File: src/rtl/pipeline_pkg.sv
// Shared types for the hazard/forwarding slice: forward-select encoding, the
// per-stage shadow record and the debug snapshot of the unit's state.
package pipeline_pkg;

   localparam int REG_ADDR_W = 5;

   typedef enum logic [1:0] {
      FWD_REG = 2'b00,
      FWD_MEM = 2'b01,
      FWD_ALU = 2'b10
   } fwd_sel_e;

   typedef struct packed {
      logic                  valid;
      logic [REG_ADDR_W-1:0] rd;
      logic                  reg_write;
      logic                  mem_read;
   } shadow_t;

   typedef struct packed {
      shadow_t ex;
      shadow_t mem;
      shadow_t wb;
      logic    flush_pending;
   } hfu_dbg_t;

endpackage

File: src/rtl/hazard_forward_unit_if.sv
// Bundle between the core pipeline (master) and the hazard/forwarding unit (slave).
interface hazard_forward_unit_if
   import pipeline_pkg::*;
#(
   parameter int CNT_W = 32
);
   logic                  id_valid;
   logic [REG_ADDR_W-1:0] id_rs1;
   logic [REG_ADDR_W-1:0] id_rs2;
   logic                  id_use_rs1;
   logic                  id_use_rs2;
   logic [REG_ADDR_W-1:0] id_rd;
   logic                  id_reg_write;
   logic                  id_mem_read;
   logic                  ex_branch_taken;
   // mem_ready is the data memory's completion flag: while it is low every
   // pipeline register holds, and a taken branch seen then is remembered and
   // applied on the first cycle it is high again.
   logic                  mem_ready;

   logic [1:0]            forward_a;
   logic [1:0]            forward_b;
   logic                  stall_if_id;
   logic                  bubble_id_ex;
   logic                  flush_if_id;
   logic                  freeze;
   logic [CNT_W-1:0]      stall_count;
   logic [CNT_W-1:0]      flush_count;
   hfu_dbg_t              dbg;

   modport master (
      output id_valid, id_rs1, id_rs2, id_use_rs1, id_use_rs2, id_rd,
             id_reg_write, id_mem_read, ex_branch_taken, mem_ready,
      input  forward_a, forward_b, stall_if_id, bubble_id_ex, flush_if_id,
             freeze, stall_count, flush_count, dbg
   );

   modport slave (
      input  id_valid, id_rs1, id_rs2, id_use_rs1, id_use_rs2, id_rd,
             id_reg_write, id_mem_read, ex_branch_taken, mem_ready,
      output forward_a, forward_b, stall_if_id, bubble_id_ex, flush_if_id,
             freeze, stall_count, flush_count, dbg
   );

endinterface

File: src/rtl/fwd_compare.sv
// Per-operand forwarding priority: youngest non-load producer in EX wins,
// then any producer in MEM, otherwise the register file.
module fwd_compare
   import pipeline_pkg::*;
(
   input  logic                  use_rs,
   input  logic [REG_ADDR_W-1:0] rs,
   input  logic                  ex_valid,
   input  logic [REG_ADDR_W-1:0] ex_rd,
   input  logic                  ex_reg_write,
   input  logic                  ex_mem_read,
   input  logic                  mem_valid,
   input  logic [REG_ADDR_W-1:0] mem_rd,
   input  logic                  mem_reg_write,
   output fwd_sel_e              sel
);

   always_comb begin
      sel = FWD_REG;
      if (use_rs && rs != '0) begin
         // A load in EX has no ALU result yet; the load-use stall covers it.
         if (ex_valid && ex_reg_write && !ex_mem_read && ex_rd == rs) begin
            sel = FWD_ALU;
         end else if (mem_valid && mem_reg_write && mem_rd == rs) begin
            sel = FWD_MEM;
         end
      end
   end

endmodule

File: src/rtl/hazard_forward_unit.sv
// Forwarding select, load-use stall, branch flush and memory freeze control
// for the 5-stage core. Optional perf counters: define HAZARD_PERF_CNT_EN.
module hazard_forward_unit
   import pipeline_pkg::*;
#(
   parameter int CNT_W = 32
) (
   input logic                  clk,
   input logic                  rst,
   hazard_forward_unit_if.slave bus
);

   shadow_t  ex_q, mem_q, wb_q;
   shadow_t  id_info;
   fwd_sel_e fwd_a_d, fwd_b_d;
   fwd_sel_e fwd_a_q, fwd_b_q;
   logic     flush_pending_q;
   logic     advance;
   logic     load_use;
   logic     flush_apply;
   logic     stall;
   logic     bubble;

   assign advance = !rst && bus.mem_ready;

   assign id_info = '{valid:     1'b1,
                      rd:        bus.id_rd,
                      reg_write: bus.id_reg_write,
                      mem_read:  bus.id_mem_read};

   fwd_compare u_fwd_a (
      .use_rs       (bus.id_use_rs1),
      .rs           (bus.id_rs1),
      .ex_valid     (ex_q.valid),
      .ex_rd        (ex_q.rd),
      .ex_reg_write (ex_q.reg_write),
      .ex_mem_read  (ex_q.mem_read),
      .mem_valid    (mem_q.valid),
      .mem_rd       (mem_q.rd),
      .mem_reg_write(mem_q.reg_write),
      .sel          (fwd_a_d)
   );

   fwd_compare u_fwd_b (
      .use_rs       (bus.id_use_rs2),
      .rs           (bus.id_rs2),
      .ex_valid     (ex_q.valid),
      .ex_rd        (ex_q.rd),
      .ex_reg_write (ex_q.reg_write),
      .ex_mem_read  (ex_q.mem_read),
      .mem_valid    (mem_q.valid),
      .mem_rd       (mem_q.rd),
      .mem_reg_write(mem_q.reg_write),
      .sel          (fwd_b_d)
   );

   always_comb begin
      load_use = 1'b0;
      if (bus.id_valid && ex_q.valid && ex_q.mem_read && ex_q.rd != '0) begin
         if (bus.id_use_rs1 && bus.id_rs1 == ex_q.rd) load_use = 1'b1;
         if (bus.id_use_rs2 && bus.id_rs2 == ex_q.rd) load_use = 1'b1;
      end
   end

   // A flush wins over a load-use stall: the stalled instruction is discarded anyway.
   assign flush_apply = advance && (bus.ex_branch_taken || flush_pending_q);
   assign stall       = advance && load_use && !flush_apply;
   assign bubble      = advance && (load_use || flush_apply);

   always_ff @(posedge clk) begin
      if (rst) begin
         ex_q            <= '0;
         mem_q           <= '0;
         wb_q            <= '0;
         fwd_a_q         <= FWD_REG;
         fwd_b_q         <= FWD_REG;
         flush_pending_q <= 1'b0;
      end else if (advance) begin
         wb_q            <= mem_q;
         mem_q           <= ex_q;
         ex_q            <= (bus.id_valid && !bubble) ? id_info : '0;
         fwd_a_q         <= fwd_a_d;
         fwd_b_q         <= fwd_b_d;
         flush_pending_q <= 1'b0;
      end else if (bus.ex_branch_taken) begin
         flush_pending_q <= 1'b1;
      end
   end

   assign bus.forward_a    = fwd_a_q;
   assign bus.forward_b    = fwd_b_q;
   assign bus.stall_if_id  = stall;
   assign bus.bubble_id_ex = bubble;
   assign bus.flush_if_id  = flush_apply;
   assign bus.freeze       = !rst && !bus.mem_ready;
   assign bus.dbg          = '{ex: ex_q, mem: mem_q, wb: wb_q,
                               flush_pending: flush_pending_q};

`ifdef HAZARD_PERF_CNT_EN
   logic [CNT_W-1:0] stall_cnt_q;
   logic [CNT_W-1:0] flush_cnt_q;

   always_ff @(posedge clk) begin
      if (rst) begin
         stall_cnt_q <= '0;
         flush_cnt_q <= '0;
      end else begin
         if (stall && stall_cnt_q != '1)       stall_cnt_q <= stall_cnt_q + CNT_W'(1);
         if (flush_apply && flush_cnt_q != '1) flush_cnt_q <= flush_cnt_q + CNT_W'(1);
      end
   end

   assign bus.stall_count = stall_cnt_q;
   assign bus.flush_count = flush_cnt_q;
`else
   assign bus.stall_count = '0;
   assign bus.flush_count = '0;
`endif

endmodule

File: src/flat_wrapper.sv
// flat-port wrapper written by rule: the top's interface ports become plain ports
module hazard_forward_unit_flat import pipeline_pkg::*;
#(
   parameter int CNT_W = 32
)
  (clk, rst, bus_id_valid, bus_id_rs1, bus_id_rs2, bus_id_use_rs1, bus_id_use_rs2, bus_id_rd, bus_id_reg_write, bus_id_mem_read, bus_ex_branch_taken, bus_mem_ready, bus_forward_a, bus_forward_b, bus_stall_if_id, bus_bubble_id_ex, bus_flush_if_id, bus_freeze, bus_stall_count, bus_flush_count, bus_dbg);
  hazard_forward_unit_if #(.CNT_W(CNT_W)) bus_i ();
  input logic clk;
  input logic rst;
  input wire logic [$bits(bus_i.id_valid)-1:0] bus_id_valid;
  input wire logic [$bits(bus_i.id_rs1)-1:0] bus_id_rs1;
  input wire logic [$bits(bus_i.id_rs2)-1:0] bus_id_rs2;
  input wire logic [$bits(bus_i.id_use_rs1)-1:0] bus_id_use_rs1;
  input wire logic [$bits(bus_i.id_use_rs2)-1:0] bus_id_use_rs2;
  input wire logic [$bits(bus_i.id_rd)-1:0] bus_id_rd;
  input wire logic [$bits(bus_i.id_reg_write)-1:0] bus_id_reg_write;
  input wire logic [$bits(bus_i.id_mem_read)-1:0] bus_id_mem_read;
  input wire logic [$bits(bus_i.ex_branch_taken)-1:0] bus_ex_branch_taken;
  input wire logic [$bits(bus_i.mem_ready)-1:0] bus_mem_ready;
  output wire logic [$bits(bus_i.forward_a)-1:0] bus_forward_a;
  output wire logic [$bits(bus_i.forward_b)-1:0] bus_forward_b;
  output wire logic [$bits(bus_i.stall_if_id)-1:0] bus_stall_if_id;
  output wire logic [$bits(bus_i.bubble_id_ex)-1:0] bus_bubble_id_ex;
  output wire logic [$bits(bus_i.flush_if_id)-1:0] bus_flush_if_id;
  output wire logic [$bits(bus_i.freeze)-1:0] bus_freeze;
  output wire logic [$bits(bus_i.stall_count)-1:0] bus_stall_count;
  output wire logic [$bits(bus_i.flush_count)-1:0] bus_flush_count;
  output wire logic [$bits(bus_i.dbg)-1:0] bus_dbg;
  assign bus_i.id_valid = bus_id_valid;
  assign bus_i.id_rs1 = bus_id_rs1;
  assign bus_i.id_rs2 = bus_id_rs2;
  assign bus_i.id_use_rs1 = bus_id_use_rs1;
  assign bus_i.id_use_rs2 = bus_id_use_rs2;
  assign bus_i.id_rd = bus_id_rd;
  assign bus_i.id_reg_write = bus_id_reg_write;
  assign bus_i.id_mem_read = bus_id_mem_read;
  assign bus_i.ex_branch_taken = bus_ex_branch_taken;
  assign bus_i.mem_ready = bus_mem_ready;
  assign bus_forward_a = bus_i.forward_a;
  assign bus_forward_b = bus_i.forward_b;
  assign bus_stall_if_id = bus_i.stall_if_id;
  assign bus_bubble_id_ex = bus_i.bubble_id_ex;
  assign bus_flush_if_id = bus_i.flush_if_id;
  assign bus_freeze = bus_i.freeze;
  assign bus_stall_count = bus_i.stall_count;
  assign bus_flush_count = bus_i.flush_count;
  assign bus_dbg = bus_i.dbg;
  hazard_forward_unit #(.CNT_W(CNT_W)) u_core (.clk(clk), .rst(rst), .bus(bus_i));
endmodule
File: config.mk
export PLATFORM = sky130hd
export DESIGN_NAME = hazard_forward_unit_flat
export DESIGN_NICKNAME = d
export VERILOG_FILES = /design/src/rtl/pipeline_pkg.sv /design/src/rtl/hazard_forward_unit_if.sv /design/src/rtl/fwd_compare.sv /design/src/rtl/hazard_forward_unit.sv /design/src/flat_wrapper.sv
export SDC_FILE = /design/constraint.sdc
export NUM_CORES = 1
export LEC_CHECK = 0
export ABC_AREA = 1
export CAP_MARGIN = 20
export CORE_MARGIN = 2
export CORE_UTILIZATION = 38
export CTS_BUF_LIST = sky130_fd_sc_hd__clkbuf_8
export DETAILED_ROUTE_END_ITERATION = 10
export GPL_TIMING_DRIVEN = 0
export MAX_ROUTING_LAYER = met4
export PLACE_DENSITY = 0.79
export SLEW_MARGIN = 25
export SYNTH_ARGS = -nofsm -noshare
export SYNTH_HDL_FRONTEND = slang
export SYNTH_SLANG_ARGS = --single-unit
File: constraint.sdc
create_clock -name clk -period 1.25 [get_ports clk]
set_input_delay 0.125 -clock clk [delete_from_list [all_inputs] [get_ports clk]]
set_output_delay 0.125 -clock clk [all_outputs]
set_load 0.05 [all_outputs]
; Word level (Yosys, flattened, before mapping)
; Index checks and enable logic that the tools add are counted.
[totals]
inputBits = 24
ff_bits = 29
[op_classes]
n_reduce_logical = 32
eq_ne = 6
mux = 10
[ops]
columns = op, count
row1 = $eq A5 B5 Y1, 6
row2 = $logic_and A1 B1 Y1, 21
row3 = $reduce_bool A5 Y1, 3
row4 = $mux W2, 4
row5 = $mux W8, 1
row6 = $logic_not A1 Y1, 5
row7 = $mux W1, 5
row8 = $logic_or A1 B1 Y1, 2
row9 = $reduce_or A2 Y1, 1

; Depth between registers and ports, before layout
; Gate-level depths: netlist (run 1).
[logic_depth]
depth_word = 10
depth_mapped = 9

; By module
; A second synthesis (run 1) with hierarchy kept.
[unflattened]
cells_unflattened = 338
area_unflattened_um2 = 2170.8
[by_module_without_submodules]
columns = module, cells_per_inst, area_each_um2, n_inst
row1 = hazard_forward_unit, 232, 1722.9, 1
row2 = fwd_compare, 53, 224.0, 2

; Worst setup path after synthesis (run 1)
; OpenSTA, ideal clock, no wires.
[synth_path]
path_kind = register -> output
startpoint = register u_core.ex_q (netlist bit u_core.bus.dbg[20])
endpoint = output bus_stall_if_id
setup_slack_ps = -819
arrival_ps = 1944
t_required_ps = 1125
stages_incl_launch_ff = 9
cell_sequence = dfxtp_1 > inv_2 > nand2_1 > nand2_1 > nor2_1 > nand4_1 > nand2_2 > nand2_4 > nor2_1
[synth_between]
elab_chain_cells = 7
[synth_lines]
columns = item, line_no
row1 = "start, declared", hazard_forward_unit.sv:13  ; shadow_t ex_q, mem_q, wb_q;
row2 = "start signal, assigned", hazard_forward_unit.sv:81  ; ex_q <= (bus.id_valid && !bubble) ? id_info : '0;
row3 = $eq A5 B5 Y1, hazard_forward_unit.sv:60  ; if (bus.id_use_rs1 && bus.id_rs1 == ex_q.rd) load_use = 1'b1;
row4 = $logic_and A1 B1 Y1, hazard_forward_unit.sv:60
row5 = $mux W1, hazard_forward_unit.sv:60
row6 = $mux W1, hazard_forward_unit.sv:61  ; if (bus.id_use_rs2 && bus.id_rs2 == ex_q.rd) load_use = 1'b1;
row7 = $mux W1 *, hazard_forward_unit.sv:59  ; if (bus.id_valid && ex_q.valid && ex_q.mem_read && ex_q.rd != '0) begin
row8 = $logic_and A1 B1 Y1 * (2 in series), hazard_forward_unit.sv:67  ; assign stall = advance && load_use && !flush_apply;
row9 = "end, declared", flat_wrapper.sv:22  ; output wire logic [$bits(bus_i.stall_if_id)-1:0] bus_stall_if_id;
; Every way passes the cells marked *; elsewhere a longest branch is shown, timed or not.

; Final worst setup path (run 1)
[layout_path]
startpoint = register u_core.ex_q (netlist bit u_core.bus.dbg[22])
endpoint = output bus_stall_if_id
; The elaborated chain is that of the path after synthesis.

==> impl_metrics.yaml, run 1 <==
critical_path:
  timing.critical_path.from_type: "register"
  reg2reg_depth: 11
  worst-setup-path-type: "reg2out"
  r2r_slack_ns: -0.20
  worstReg2RegEnd: "u_core.bus.dbg[17]$_SDFFE_PP0P_"
  critical_path_arrival_ns: 1.49
  reg2reg_from: "u_core.bus.dbg[22]$_SDFFE_PP0P_"
  worstSetupStartpoint: "u_core.bus.dbg[22]$_SDFFE_PP0P_"
  crit_fanout: 4
  timing.critical_path.to_type: "output pin"
  critPathCapture: "bus_stall_if_id"
  cp.required_ns: 1.12
global_route:
  maximum_number_of_pins_on_one_net_before_global_route_repair: 11
  antenna_found_initial: 0
  global_route_congestion_overflow_total: 0
  first_global_vias: 1624
  grt_use_total_pct: 18.0
  grt_pass1_wl_mm: 7.35
timing:
  hold_viol: 0
  timing.final.ws_setup_ns: -0.366
  final-max-slew-violation-count: 0
  timing_worst_slew_pin_value_ns: 0.555
  setup-violations-final: 12
  final_worst_path_period_need_ns: 1.62
  clock_skew_ns: 0.00998
  final.period_utilization_pct: 129
  relSlewSlack_pct: 62.8
  timing.setup.tns_ns: -2.59
  fmax_mhz: 619
  grt_setup_unrepaired: "yes"
clock_tree:
  cts-htree-levels: 2
  clock_tree.root_cell: "sky130_fd_sc_hd__clkbuf_8"
  cts_max_path_buffers: 2
  cts.hold.buffers_added: 0
  clock-sinks: 29
  clk_transition_reported_paths_ns: 0.06
  worst_skew_pair.late_latency_ns: 0.28
  tritoncts_clock_tree: "yes"
  cts_inserted_buffers: 5
pwr:
  power_density_nw_per_um2: 901
  netSwitchingPower_w: 0.00105
  max-vdd-ir-drop_mv: 0.773
  sequentialPowerShare_pct: 35.1
  internal_power_w: 0.00170
  power.share.clock_pct: 27.9
  sw_frac_of_total_pct: 38.2
  power_frac_comb_pct: 37.0
  static-leakage-power_nw: 1.61
worst_hold_path:
  min_delay_path_depth: 5
  worstHoldPathType: "in2reg"
die:
  die_area_sq_um: 5560
  pin_count: 121
  height_of_the_die_microns: 74.6
  coreArea_sq_um: 4750
  floorplan.rows: 25
  floorplan.die.width_microns: 74.6
  starting_density_of_the_core_pct: 39.8
layout:
  finish.net_count: 428
  fillCellCount: 452
  synthToLayoutAreaGrowth_pct: 60.7
  drive_above_1_share_pct: 40.5
  num_antenna_cells: 0
  layoutNonFillerInstCount: 472
place:
  placed_wire_length_estimate_after_detailed_placement_mm: 3.66
  finalWeightedCongestion: 0.844
  post-place-cells: 446
  place_worst_setup_slack_ns: -1.20
  port_buffers: 56
routing:
  drt_drc_violations_left: 0
  drt_pre_antenna_iters: 4
  initialDrtViolationCount: 81
  ant_nets: 0
  drt-wirelength-per-cell_microns: 10.3
  postRouteWirelength_mm: 4.86
  num_vias: 1854
  drt-vias-per-instance: 3.93
status:
  failed_checks: "setup timing"
  run_status: "finished with violations"
yosys:
  xor_xnor_portion_of_the_synthesized_cell_area_pct: 6.01
  avgSynthCellArea_sq_um: 7.28
  synth.ff_latch_count: 29
  synth_simple_gate_area_share_pct: 21.7
  netlist-cell-type-count: 24
  muxShareOfSynthArea_pct: 0
  synth_top_family_by_area: "buffers and inverters"
  synthesis.instances: 260
  synth-compound-area-share_pct: 7.14
  ys_seq_area_share_pct: 30.7
  post_synthesis_share_of_cell_area_spent_on_full_adders_half_adders_and_majority_gates_pct: 0
  yosysWarnings: 0
  syn-cell-area_sq_um: 1890
flow_run:
  timing.max_cap.violations: 0
[cell usage after synthesis, drive strengths merged]
cell,count,share of area [%]
clkinv,1,0.20
o31ai,2,0.79
nor2,13,2.8
buf,70,28
xnor2,11,5.1
xor2,2,0.93
conb,1,0.20
a31oi,1,0.66
o21ai,12,3.2
inv,29,5.7
clkbuf,3,0.59
o22ai,6,2.0
dfxtp,29,31
a21oi,2,0.53
nand3,7,2.1
nor3,4,1.1
nand4,13,4.3
nand2,54,11
[kinds of logic after synthesis]
kind of cell,count (synthesis)
AND/OR/NAND/NOR,91
other,1
flip-flops,29
XOR/XNOR,13
AO/OA/AOI/OAI,23
buffers and inverters,103
[registers in the layout, indices dropped and copies added, names as in the netlist]
| signal | cells |
|---|---|
| u_core.bus.dbg | 24 |
| u_core.bus.forward_b | 2 |
| u_core.bus.forward_a | 2 |
| u_core.flush_pending_q | 1 |
[cell type report]
type	instances	area, sq um	share of cell area [%]
multi-input cells	191	958	31.5
repair buffers	74	636	20.9
flip-flops and latches	29	604	19.9
plain buffers	73	548	18.0
inverters	30	123	4.03
well taps	67	83.8	2.75
clock buffers	6	82.6	2.71
clock inverters	2	7.51	0.247
[layout by cell type, fill, tap and decap left out, types with 2 or more instances in the layout]
| master | count |
|---|---|
| sky130_fd_sc_hd__buf_4 | 84 |
| sky130_fd_sc_hd__inv_2 | 2 |
| sky130_fd_sc_hd__xnor2_1 | 11 |
| sky130_fd_sc_hd__nand3_1 | 6 |
| sky130_fd_sc_hd__clkbuf_2 | 12 |
| sky130_fd_sc_hd__xor2_1 | 2 |
| sky130_fd_sc_hd__buf_6 | 7 |
| sky130_fd_sc_hd__buf_8 | 2 |
| sky130_fd_sc_hd__inv_4 | 4 |
| sky130_fd_sc_hd__clkdlybuf4s15_2 | 9 |
| sky130_fd_sc_hd__o31ai_1 | 2 |
| sky130_fd_sc_hd__nand4_1 | 13 |
| sky130_fd_sc_hd__o21ai_0 | 11 |
| sky130_fd_sc_hd__nor2_4 | 2 |
| sky130_fd_sc_hd__dlygate4sd2_1 | 8 |
| sky130_fd_sc_hd__nor2_1 | 6 |
| sky130_fd_sc_hd__dfxtp_4 | 5 |
| sky130_fd_sc_hd__nor3_1 | 3 |
| sky130_fd_sc_hd__clkbuf_8 | 7 |
| sky130_fd_sc_hd__inv_1 | 25 |
| sky130_fd_sc_hd__dfxtp_2 | 4 |
| sky130_fd_sc_hd__nor2_2 | 5 |
| sky130_fd_sc_hd__buf_2 | 7 |
| sky130_fd_sc_hd__nand2_4 | 2 |
| sky130_fd_sc_hd__nand2_1 | 45 |
| sky130_fd_sc_hd__conb_1 | 64 |
| sky130_fd_sc_hd__o22ai_1 | 6 |
| sky130_fd_sc_hd__clkdlybuf4s50_1 | 14 |
| sky130_fd_sc_hd__dfxtp_1 | 20 |
| sky130_fd_sc_hd__nand2_2 | 7 |
[power groups by stage]
| stage | Combinational [W] | Clock, W | Sequential [W] |
|---|---|---|---|
| finish | 0.00101 | 0.000765 | 0.000963 |
| global route | 0.00107 | 0.000827 | 0.000965 |
| CTS | 0.000989 | 0.000779 | 0.000960 |
| detailed placement | 0.000956 | 0 | 0.000982 |
| global placement | 0.000953 | 0 | 0.000981 |
| floorplan | 0.000753 | 0 | 0.00102 |
[timing repair]
action	CTS	global route
setup endpoints to repair	42	40
resized for setup	135	40
setup buffers	17	2
pin swaps	15	9
[metal layers]
layer  track usage [%]  vias up  part of all wire [%]
met5                 -        -                     0
li1                  -      975                     -
met2              31.0       70                    52
met3              6.64        6                   7.3
met1              19.7      803                    40
met4              4.17        0                   1.2
[stage by stage]
stage	cell area, sq um	hold WS (ns)	power (W)	util (%)
final	3040	0.333	0.00274	64.0
after global routing	3040	0.358	0.00286	64.0
after CTS	3060	0.389	0.00273	64.4
after detailed placement	2820	0.444	0.00194	59.2
after global placement	2820	0.440	0.00193	59.2
after floorplan	2170	0.266	0.00177	-
[worst min-delay path by stage]
stage | to | slack (ns) | startpoint
final | u_core.bus.dbg[22]$_SDFFE_PP0P_ | 0.33 | rst
after CTS | u_core.bus.dbg[23]$_SDFFE_PP0P_ | 0.39 | bus_id_rd[4]
after detailed placement | u_core.bus.forward_b[1]$_SDFFE_PP0P_ | 0.44 | u_core.bus.forward_b[1]$_SDFFE_PP0P_
after global routing | u_core.bus.dbg[22]$_SDFFE_PP0P_ | 0.36 | rst
after floorplan | u_core.bus.dbg[20]$_SDFFE_PP0P_ | 0.27 | bus_id_rd[1]
after global placement | u_core.bus.forward_b[1]$_SDFFE_PP0P_ | 0.44 | u_core.bus.forward_b[1]$_SDFFE_PP0P_
[worst max-delay path: stages (launching register included)]
cell,delay [ns]
sky130_fd_sc_hd__dfxtp_4,0.38
sky130_fd_sc_hd__inv_4,0.04
sky130_fd_sc_hd__nand2_2,0.05
sky130_fd_sc_hd__nand2_2,0.06
sky130_fd_sc_hd__nor2_4,0.12
sky130_fd_sc_hd__nand4_1,0.11
sky130_fd_sc_hd__nand2_2,0.11
sky130_fd_sc_hd__nand2_4,0.08
sky130_fd_sc_hd__nor2_4,0.10
sky130_fd_sc_hd__buf_8,0.15
Note: power is estimated with default switching activity, not from simulation.
==> run 2: changes to the inputs <==
--- a/config.mk
+++ b/config.mk
@@ -13,7 +13,7 @@
 export DETAILED_ROUTE_END_ITERATION = 10
 export GPL_TIMING_DRIVEN = 0
 export MAX_ROUTING_LAYER = met4
-export PLACE_DENSITY = 0.79
+export PLACE_DENSITY_LB_ADDON = 0.1
 export SLEW_MARGIN = 25
 export SYNTH_ARGS = -nofsm -noshare
 export SYNTH_HDL_FRONTEND = slang
==> impl_metrics.yaml, run 2 (synthesis gave the netlist of run 1 again) <==
critical_path:
  timing.critical_path.to_type: "output pin"
  cell_with_the_largest_stage_delay_on_the_worst_path: "sky130_fd_sc_hd__dfxtp_4"
  worstReg2RegEnd: "u_core.bus.dbg[23]$_SDFFE_PP0P_"
  reg2reg_from: "u_core.bus.dbg[19]$_SDFFE_PP0P_"
  cp_cell_sequence: "nand2_2 -> inv_2 -> nor2_2 -> nor2_2 -> nand4_1 -> nand2_2 -> nand2_4 -> nor2_4 -> buf_8"
  reg2reg_depth: 12
  timing.critical_path.from_type: "register"
  worst-setup-path-type: "reg2out"
  crit_fanout: 6
  r2r_slack_ns: -0.29
  critPathCapture: "bus_stall_if_id"
  critical_path_arrival_ns: 1.48
  slowest_delay_ns: 0.39
  worstSetupStartpoint: "u_core.bus.dbg[19]$_SDFFE_PP0P_"
  cp.required_ns: 1.12
clock_tree:
  cts-htree-levels: 2
  clock_tree.root_cell: "sky130_fd_sc_hd__clkbuf_8"
  clock-sinks: 29
  cts_max_path_buffers: 2
  tritoncts_clock_tree: "yes"
  cts.hold.buffers_added: 0
  clk_transition_reported_paths_ns: 0.06
  cts_inserted_buffers: 5
  worst_skew_pair.late_latency_ns: 0.28
timing:
  final-max-slew-violation-count: 0
  setup-violations-final: 12
  fmax_mhz: 622
  timing.final.ws_setup_ns: -0.357
  final_worst_path_period_need_ns: 1.61
  timing.setup.tns_ns: -3.31
  grt_setup_unrepaired: "yes"
  final.period_utilization_pct: 129
  hold_viol: 0
  clock_skew_ns: 0.00666
  timing_worst_slew_pin_value_ns: 0.548
  relSlewSlack_pct: 63.3
worst_hold_path:
  worstHoldPathType: "in2reg"
  min_delay_path_depth: 4
routing:
  num_vias: 1801
  dr.max_layer_used: "met4"
  ant_nets: 0
  met2_wirelength_mm: 2.25
  met3_wirelength_microns: 314
  met1_length_mm: 2.05
  postRouteWirelength_mm: 4.67
  drt_pre_antenna_iters: 4
  initialDrtViolationCount: 42
  drt-wirelength-per-cell_microns: 9.97
  drt_drc_violations_left: 0
  drt-vias-per-instance: 3.85
die:
  die_area_sq_um: 5560
  starting_density_of_the_core_pct: 39.8
  height_of_the_die_microns: 74.6
  floorplan.rows: 25
  pin_count: 121
  floorplan.die.width_microns: 74.6
  coreArea_sq_um: 4750
status:
  failed_checks: "setup timing"
  run_status: "finished with violations"
layout:
  fillCellCount: 468
  ff_latch_area_sq_um: 603
  drive_above_1_share_pct: 39.2
  mostFrequentLayoutCell: "sky130_fd_sc_hd__buf_4"
  synthToLayoutAreaGrowth_pct: 59.8
  largest_register_ff_count: 24
  multi_input_comb_area_sq_um: 967
  finish.net_count: 424
  num_antenna_cells: 0
  layout.cells.most_common_list: "sky130_fd_sc_hd__buf_4, sky130_fd_sc_hd__conb_1, sky130_fd_sc_hd__nand2_1, sky130_fd_sc_hd__inv_1, sky130_fd_sc_hd__dfxtp_1"
  post-route-cell-area_sq_um: 3030
global_route:
  antenna_found_initial: 0
  first_global_vias: 1491
  grt_pass1_wl_mm: 6.86
  global_route_congestion_overflow_total: 0
  grt_use_total_pct: 16.9
  maximum_number_of_pins_on_one_net_before_global_route_repair: 11
place:
  placed_wire_length_estimate_after_detailed_placement_mm: 3.61
  placed_cell_area_sq_um: 2820
  finalWeightedCongestion: 0.844
  port_buffers: 56
pwr:
  power_density_nw_per_um2: 878
  max-vdd-ir-drop_mv: 0.553
  static-leakage-power_nw: 1.58
flow_run:
  timing.max_cap.violations: 0
-- run 2: layout make-up --
class | instances | share of cell area (%)
multi-input cells | 191 | 32.0
repair buffers | 70 | 20.6
flip-flops and latches | 29 | 19.9
plain buffers | 73 | 18.1
inverters | 30 | 3.97
well taps | 67 | 2.77
clock buffers | 5 | 2.27
clock inverters | 3 | 0.372
-- run 2: where the power goes --
| group | leakage [nW] | internal, W | total, W | switching [W] |
|---|---|---|---|---|
| Combinational | 1.29 | 0.000313 | 0.000994 | 0.000682 |
| Sequential | 0.240 | 0.000939 | 0.000963 | 0.0000239 |
| Clock | 0.0519 | 0.000369 | 0.000700 | 0.000330 |
-- run 2: worst max-delay path, delay by kind of cell, from the launching register on --
family | cells | cell delay, ns
flip-flops | 1 | 0.39
AND/OR/NAND/NOR | 7 | 0.60
buffers and inverters | 2 | 0.21
-- run 2: worst min-delay path by stage --
| stage | slack, ns | from | endpoint |
|---|---|---|---|
| 2_1_floorplan | 0.27 | bus_id_rd[1] | u_core.bus.dbg[20]$_SDFFE_PP0P_ |
| 3_3_place_gp | 0.44 | u_core.bus.dbg[5]$_SDFFE_PP0P_ | u_core.bus.dbg[5]$_SDFFE_PP0P_ |
| 3_5_place_dp | 0.44 | u_core.bus.forward_a[0]$_SDFFE_PP0P_ | u_core.bus.forward_a[0]$_SDFFE_PP0P_ |
| 4_1_cts | 0.39 | bus_id_rd[4] | u_core.bus.dbg[23]$_SDFFE_PP0P_ |
| 5_1_grt | 0.31 | rst | u_core.bus.dbg[8]$_SDFFE_PP0P_ |
| 6_report | 0.29 | rst | u_core.bus.dbg[1]$_SDFFE_PP0P_ |
-- run 2: layer usage --
metal  up-vias  track usage, %
met5         -               -
met4         0            4.76
met3         7            3.93
met2        65            26.8
met1       758            21.6
li1        971               -
-- run 2: what timing repair did --
item | CTS | global route
endpoints found under the setup margin | 42 | 32
resized for setup | 128 | 34
hold endpoints to repair | 0 | 0
pin swaps | 8 | 6
setup buffers | 14 | 1
-- run 2: metrics by stage --
stage | util, % | hold WS, ns | worst slack, ns | std cells | power [W]
floorplan | - | 0.266 | -0.171 | 323 | 0.00177
finish | 63.6 | 0.291 | -0.357 | 468 | 0.00266
CTS | 64.1 | 0.395 | -0.391 | 467 | 0.00266
detailed placement | 59.2 | 0.444 | -1.17 | 446 | 0.00194
global route | 63.6 | 0.315 | -0.435 | 468 | 0.00277
global placement | 59.2 | 0.442 | -1.17 | 446 | 0.00194
==> run 3: changes to the inputs <==
--- a/config.mk
+++ b/config.mk
@@ -6,7 +6,7 @@
 export NUM_CORES = 1
 export LEC_CHECK = 0
 export ABC_AREA = 1
-export CAP_MARGIN = 20
+export CAP_MARGIN = 10
 export CORE_MARGIN = 2
 export CORE_UTILIZATION = 38
 export CTS_BUF_LIST = sky130_fd_sc_hd__clkbuf_8
==> results of run 3 <==
Same layout as run 2: the final DEF is identical, and so are final timing and power.
